$ cat src/rtl/dialysis_session_sequencer.sv
// Session-level sequencer for hemodialysis_fsm: prime, start, treat, stop, rinse-back.
// Optional macro WARN_PAUSE_EN: treatment time does not accrue while fsm_alarm_warning is high.
module dialysis_session_sequencer #(
  parameter int PRIME_CYCLES = 16,
  parameter int TREAT_CYCLES = 64,
  parameter int RINSE_CYCLES = 8,
  parameter int ACK_TIMEOUT  = 8,
  parameter int CNT_W        = 16
) (
  input  logic             clk,
  input  logic             reset,
  input  logic             session_go,
  input  logic             session_abort,
  input  logic             fsm_pump_on,
  input  logic             fsm_alarm_warning,
  input  logic             fsm_alarm_emergency,
  output logic             start_cmd,
  output logic             stop_cmd,
  output logic             prime_valve_open,
  output logic             rinse_valve_open,
  output logic [2:0]       phase,
  output logic [CNT_W-1:0] treat_elapsed,
  output logic             session_done,
  output logic             session_fault
);

  localparam logic [2:0] S_IDLE  = 3'd0;
  localparam logic [2:0] S_PRIME = 3'd1;
  localparam logic [2:0] S_START = 3'd2;
  localparam logic [2:0] S_TREAT = 3'd3;
  localparam logic [2:0] S_STOP  = 3'd4;
  localparam logic [2:0] S_RINSE = 3'd5;
  localparam logic [2:0] S_DONE  = 3'd6;
  localparam logic [2:0] S_FAULT = 3'd7;

  localparam logic [CNT_W-1:0] PRIME_LAST = CNT_W'(PRIME_CYCLES - 1);
  localparam logic [CNT_W-1:0] RINSE_LAST = CNT_W'(RINSE_CYCLES - 1);
  localparam logic [CNT_W-1:0] ACK_LAST   = CNT_W'(ACK_TIMEOUT - 1);
  localparam logic [CNT_W-1:0] TREAT_LAST = CNT_W'(TREAT_CYCLES - 1);
  localparam logic [CNT_W-1:0] TREAT_FULL = CNT_W'(TREAT_CYCLES);

  logic [2:0]       nxt;
  logic [CNT_W-1:0] cnt;
  logic             te_inc, te_clr, qual;

`ifdef WARN_PAUSE_EN
  assign qual = fsm_pump_on && !fsm_alarm_warning;
`else
  logic unused_warn;
  assign unused_warn = fsm_alarm_warning;
  assign qual        = fsm_pump_on;
`endif

  // Each branch is ordered emergency > abort > ack/timeout > expiry.
  always_comb begin
    nxt    = phase;
    te_inc = 1'b0;
    te_clr = 1'b0;
    case (phase)
      S_IDLE, S_DONE:
        if (session_go) begin
          nxt    = S_PRIME;
          te_clr = 1'b1;
        end
      S_PRIME:
        if (fsm_alarm_emergency)   nxt = S_FAULT;
        else if (session_abort)    nxt = S_IDLE;
        else if (cnt == PRIME_LAST) nxt = S_START;
      S_START:
        if (fsm_alarm_emergency)   nxt = S_FAULT;
        else if (fsm_pump_on)      nxt = S_TREAT;
        else if (cnt == ACK_LAST)  nxt = S_FAULT;
      S_TREAT:
        if (fsm_alarm_emergency)   nxt = S_FAULT;
        else if (session_abort)    nxt = S_STOP;
        else if (!fsm_pump_on)     nxt = S_FAULT;
        else if (qual && treat_elapsed != TREAT_FULL) begin
          te_inc = 1'b1;
          if (treat_elapsed == TREAT_LAST) nxt = S_STOP;
        end
      S_STOP:
        // The pump cannot have reacted yet on the stop_cmd pulse cycle.
        if (fsm_alarm_emergency)                nxt = S_FAULT;
        else if (cnt != '0 && !fsm_pump_on)     nxt = S_RINSE;
        else if (cnt == ACK_LAST)               nxt = S_FAULT;
      S_RINSE:
        if (fsm_alarm_emergency)   nxt = S_FAULT;
        else if (cnt == RINSE_LAST) nxt = S_DONE;
      default: nxt = S_FAULT;
    endcase
  end

  always_ff @(posedge clk or posedge reset) begin
    if (reset) begin
      phase            <= S_IDLE;
      cnt              <= '0;
      treat_elapsed    <= '0;
      start_cmd        <= 1'b0;
      stop_cmd         <= 1'b0;
      prime_valve_open <= 1'b0;
      rinse_valve_open <= 1'b0;
      session_done     <= 1'b0;
      session_fault    <= 1'b0;
    end else begin
      phase <= nxt;
      if (nxt != phase)   cnt <= '0;
      else if (cnt != '1) cnt <= cnt + 1'b1;
      if (te_clr)         treat_elapsed <= '0;
      else if (te_inc)    treat_elapsed <= treat_elapsed + 1'b1;
      // Outputs decode the next state so they line up with phase.
      start_cmd        <= (nxt == S_START) && (phase != S_START);
      stop_cmd         <= (nxt != phase) && (nxt == S_STOP || nxt == S_FAULT);
      prime_valve_open <= (nxt == S_PRIME);
      rinse_valve_open <= (nxt == S_RINSE);
      session_done     <= (nxt == S_DONE);
      session_fault    <= (nxt == S_FAULT);
    end
  end

endmodule

$ cat config.mk
export PLATFORM = sky130hd
export DESIGN_NAME = dialysis_session_sequencer
export DESIGN_NICKNAME = d
export VERILOG_FILES = /design/src/rtl/dialysis_session_sequencer.sv
export SDC_FILE = /design/constraint.sdc
export NUM_CORES = 1
export LEC_CHECK = 0
export ABC_AREA = 1
export ABC_CLOCK_PERIOD_IN_PS = 2000
export CORE_MARGIN = 1
export CORE_UTILIZATION = 56
export CTS_CLUSTER_DIAMETER = 120
export DETAILED_ROUTE_END_ITERATION = 8
export PLACE_DENSITY = 0.87
export SKIP_LAST_GASP = 1
export SYNTH_ARGS = -nofsm -noshare
export SYNTH_HDL_FRONTEND = slang
export SYNTH_SLANG_ARGS = --single-unit
$ cat constraint.sdc
create_clock -name clk -period 2 [get_ports clk]
set_input_delay 0.6 -clock clk [delete_from_list [all_inputs] [get_ports clk]]
set_output_delay 0.6 -clock clk [all_outputs]
set_load 0.01 [all_outputs]
==> results.md <==
* Status: finished with violations
* Failing checks: setup timing
* Max Clock Skew at 0.00875 ns
* Std cell rows at 24
* WHS at about 0.56 ns
* Synthesized area at about 0.0027 sq mm
* FMAX at ~450 MHz
* RD Place Congestion at 0.890
* DR vias at a little under 3000
* Number of remaining DRC errors at 0
* Total CTS buffers at 5
* Worst-path fanout max at 8
* Final worst slack at -0.201 ns
* Clk buf depth at 2
* Final Max Slew Viols at 0
* Least-Margin Pin Slew at around 0.53 ns
* Initial antenna violation count at 0
* PwrDens at roughly 1300 mW/mm^2
* Worst-Skew Late Latency at roughly 0.30 ns
* Syn_nets at 377
* Distinct cells, synth at 32
* Final core occ at 0.819
* Flops & latches, synth at just over 40
* First-pass GRT wire length at 10800 um
* Detailed placer's ending HPWL at between 4000 and 5000 um
* Final Instance Area at 0.00366 sq mm
* VDD IR max at approximately 1.3 mV
* Pin count of the biggest net entering global routing at 42
* P&R area growth vs syn at 37.4%
* Endpoints failing hold at 0
* Placed cell area at ~0.0032 sq mm
* Total of max-cap violations at 0
* Post-synthesis cell count at roughly 370
* Wire per inst at about 16 um
* Critical path class: reg -> reg
* Starting Density at 0.596
* Antenna Violating Nets Remaining at 0
* Sequential share of the synthesized area at 0.385
* Final setup violation count at 19
* IO buf count at 30
* Vias in the first global route at about 2500
* I/O pin count at 32
* First drt pass iteration count at 7
* Final TNS setup at -2.96 ns
* Post-layout min period at roughly 2.2 ns
* CTS tree: done
* WL final at 7830 um
* Ys Warns at 0
* Leak at about 1.7 nW
* ANT cells at 0
* CP endpoint kind: flop
* Die Area at a little over 0.005 sq mm
* Primary FF master, synth: dfrtp_1
* Total GRT Usage at 0.271
* Std-Cell Core Area at 0.00447 sq mm
* Initial drt markers at ~270
* RSZ-0062 raised after global routing: yes
* Worst rel slew slack at 0.643
* Die Wd at 71 um
* Clock slew at reported path FFs at about 0.08 ns
* Max H-tree Level at 2
* Final Cycle Share at 1.10
* Layout cell share with drive strength beyond 1 at 0.295
* Post-synthesis async set-or-reset flop share at 1.00
* Post-synth EDFFs at 0
* Critical Path Source Type: flop
* HP Class: reg -> reg
* Clock root cell: clkbuf_8
* Die height at about 71 um
* Critical Path AT at 2.44 ns
* Congestion Overflow GR at 0
* Syn Area/Cell at about 7.3 sq um
* DR vias/cell at between 5 and 6
* Worst path required time at ~2.2 ns
* Fin nets at ~450
* Sink Count at between 40 and 50
-- what timing repair did --
item	4_1_cts	5_1_grt
resized for setup	11	59
setup endpoints to repair	28	28
hold buffers	0	0
buffers inserted	1	10
pin swaps	3	26
cloned	0	1
-- critical path, stage by stage, from the launching register on --
cell and delay [ns]:
dfrtp_1 0.44, nor2_1 0.18, nand2_1 0.17, nor2_2 0.18, nand2_1 0.10, nand2_1 0.10
nand2_1 0.07, nand2_1 0.11, nand2_2 0.08, nand4_1 0.11, nand2_2 0.09, nor2_4 0.17
buf_12 0.14, nand2_8 0.09, nor2_1 0.10
-- through the flow --
stage,cells,total power [mW],setup WS [ns]
2_1_floorplan,366,2.50,0.135
3_3_place_gp,475,3.08,-0.423
3_5_place_dp,475,3.13,-0.506
4_1_cts,482,3.71,0.0127
5_1_grt,493,5.02,-0.243
6_report,493,4.80,-0.201
-- final cells by class --
class                   count  area, sq um
fillers                   242          810
clock inverters             1         5.00
clock buffers               5         68.8
repair buffers             72          652
inverters                  45          171
multi-input cells         277         1670
well taps                  52         65.1
flip-flops and latches     41         1030
-- per-layer routing --
| metal | up-vias | track usage | share of wire |
|---|---|---|---|
| li1 | 1335 | - | - |
| met3 | 52 | 0.0470 | 0.075 |
| met2 | 163 | 0.453 | 0.49 |
| met5 | - | 0 | 0 |
| met1 | 1370 | 0.355 | 0.39 |
| met4 | 0 | 0.0978 | 0.040 |
-- registers in the layout (all words and copies together) (netlist names) --
name and flops:
prime_valve_open 1, stop_cmd 1, rinse_valve_open 1, session_fault 1, start_cmd 1, session_done 1, phase 3, treat_elapsed 16
cnt 16
-- where the power goes --
group	leakage, nW	switching (mW)	internal [mW]	total, mW
combinational	1.06	1.84	1.32	3.16
clock	0.0399	0.295	0.230	0.525
sequential	0.556	0.157	0.956	1.11
-- cell usage in the layout, fill, tap and decap left out, types with 2 or more instances in the layout --
cell type / synthesis / layout
nand3_2: 3 / 5
buf_4: 2 / 39
xnor2_1: 3 / 3
nor2_1: 59 / 44
ha_4: 0 / 2
dfrtp_1: 41 / 38
clkdlybuf4s50_1: 0 / 26
nand2_2: 7 / 14
o21a_1: 2 / 2
nor2_4: 6 / 14
nor2_2: 12 / 19
nand2_8: 0 / 3
nand2_4: 2 / 2
nand4_1: 8 / 8
o21ai_0: 13 / 13
dlygate4sd2_1: 0 / 3
buf_12: 1 / 3
nor3_4: 0 / 2
nor3_1: 13 / 11
a21oi_1: 15 / 14
inv_2: 3 / 11
nand3_1: 31 / 28
clkbuf_8: 0 / 5
inv_1: 42 / 33
nand2_1: 75 / 66
dfrtp_2: 0 / 3
xor2_1: 10 / 10
nor4_1: 4 / 4
-- worst paths after layout --
path	from	endpoint	slack (ns)	cells past startpoint
max in group asynchronous	reset	phase[0]$_DFF_PP0_	1.13	3
setup reg to reg	cnt[4]$_DFFE_PP0P_	cnt[10]$_DFFE_PP0P_	-0.20	14
setup / recovery	cnt[4]$_DFFE_PP0P_	cnt[10]$_DFFE_PP0P_	-0.20	14
hold reg to reg	treat_elapsed[6]$_DFFE_PP0P_	treat_elapsed[6]$_DFFE_PP0P_	0.56	1
min in group asynchronous	reset	treat_elapsed[1]$_DFFE_PP0P_	0.65	3
hold / removal	treat_elapsed[6]$_DFFE_PP0P_	treat_elapsed[6]$_DFFE_PP0P_	0.56	1
-- cells in the mapped netlist, types with 3 or more instances --
library cell | instances | share of area
inv_1 | 42 | 0.059
nand3_1 | 31 | 0.058
nor3_1 | 13 | 0.024
nand3_2 | 3 | 0.011
inv_2 | 3 | 0.0042
ha_1 | 4 | 0.019
nor2_1 | 59 | 0.083
nor2_4 | 6 | 0.025
o21ai_0 | 13 | 0.024
nor2_2 | 12 | 0.028
nor4_1 | 4 | 0.0094
xnor2_1 | 3 | 0.0099
dfrtp_1 | 41 | 0.38
xor2_1 | 10 | 0.033
nand2_1 | 75 | 0.11
nand4_1 | 8 | 0.019
nand2_2 | 7 | 0.016
a21oi_1 | 15 | 0.028
-- logic make-up (layout without fill, tap and decap cells) --
family                     after synthesis  after routing  synth area share
AOI/OAI and AO/OA                       36             36            0.0756
adders and majority gates                4              4            0.0188
and+or+nand+nor                        223            224             0.400
DFF                                     41             41             0.385
xor gates and xnor gates                13             13            0.0427
buffers and inverters                   49            123            0.0779
(Power assumes the default switching activity.)
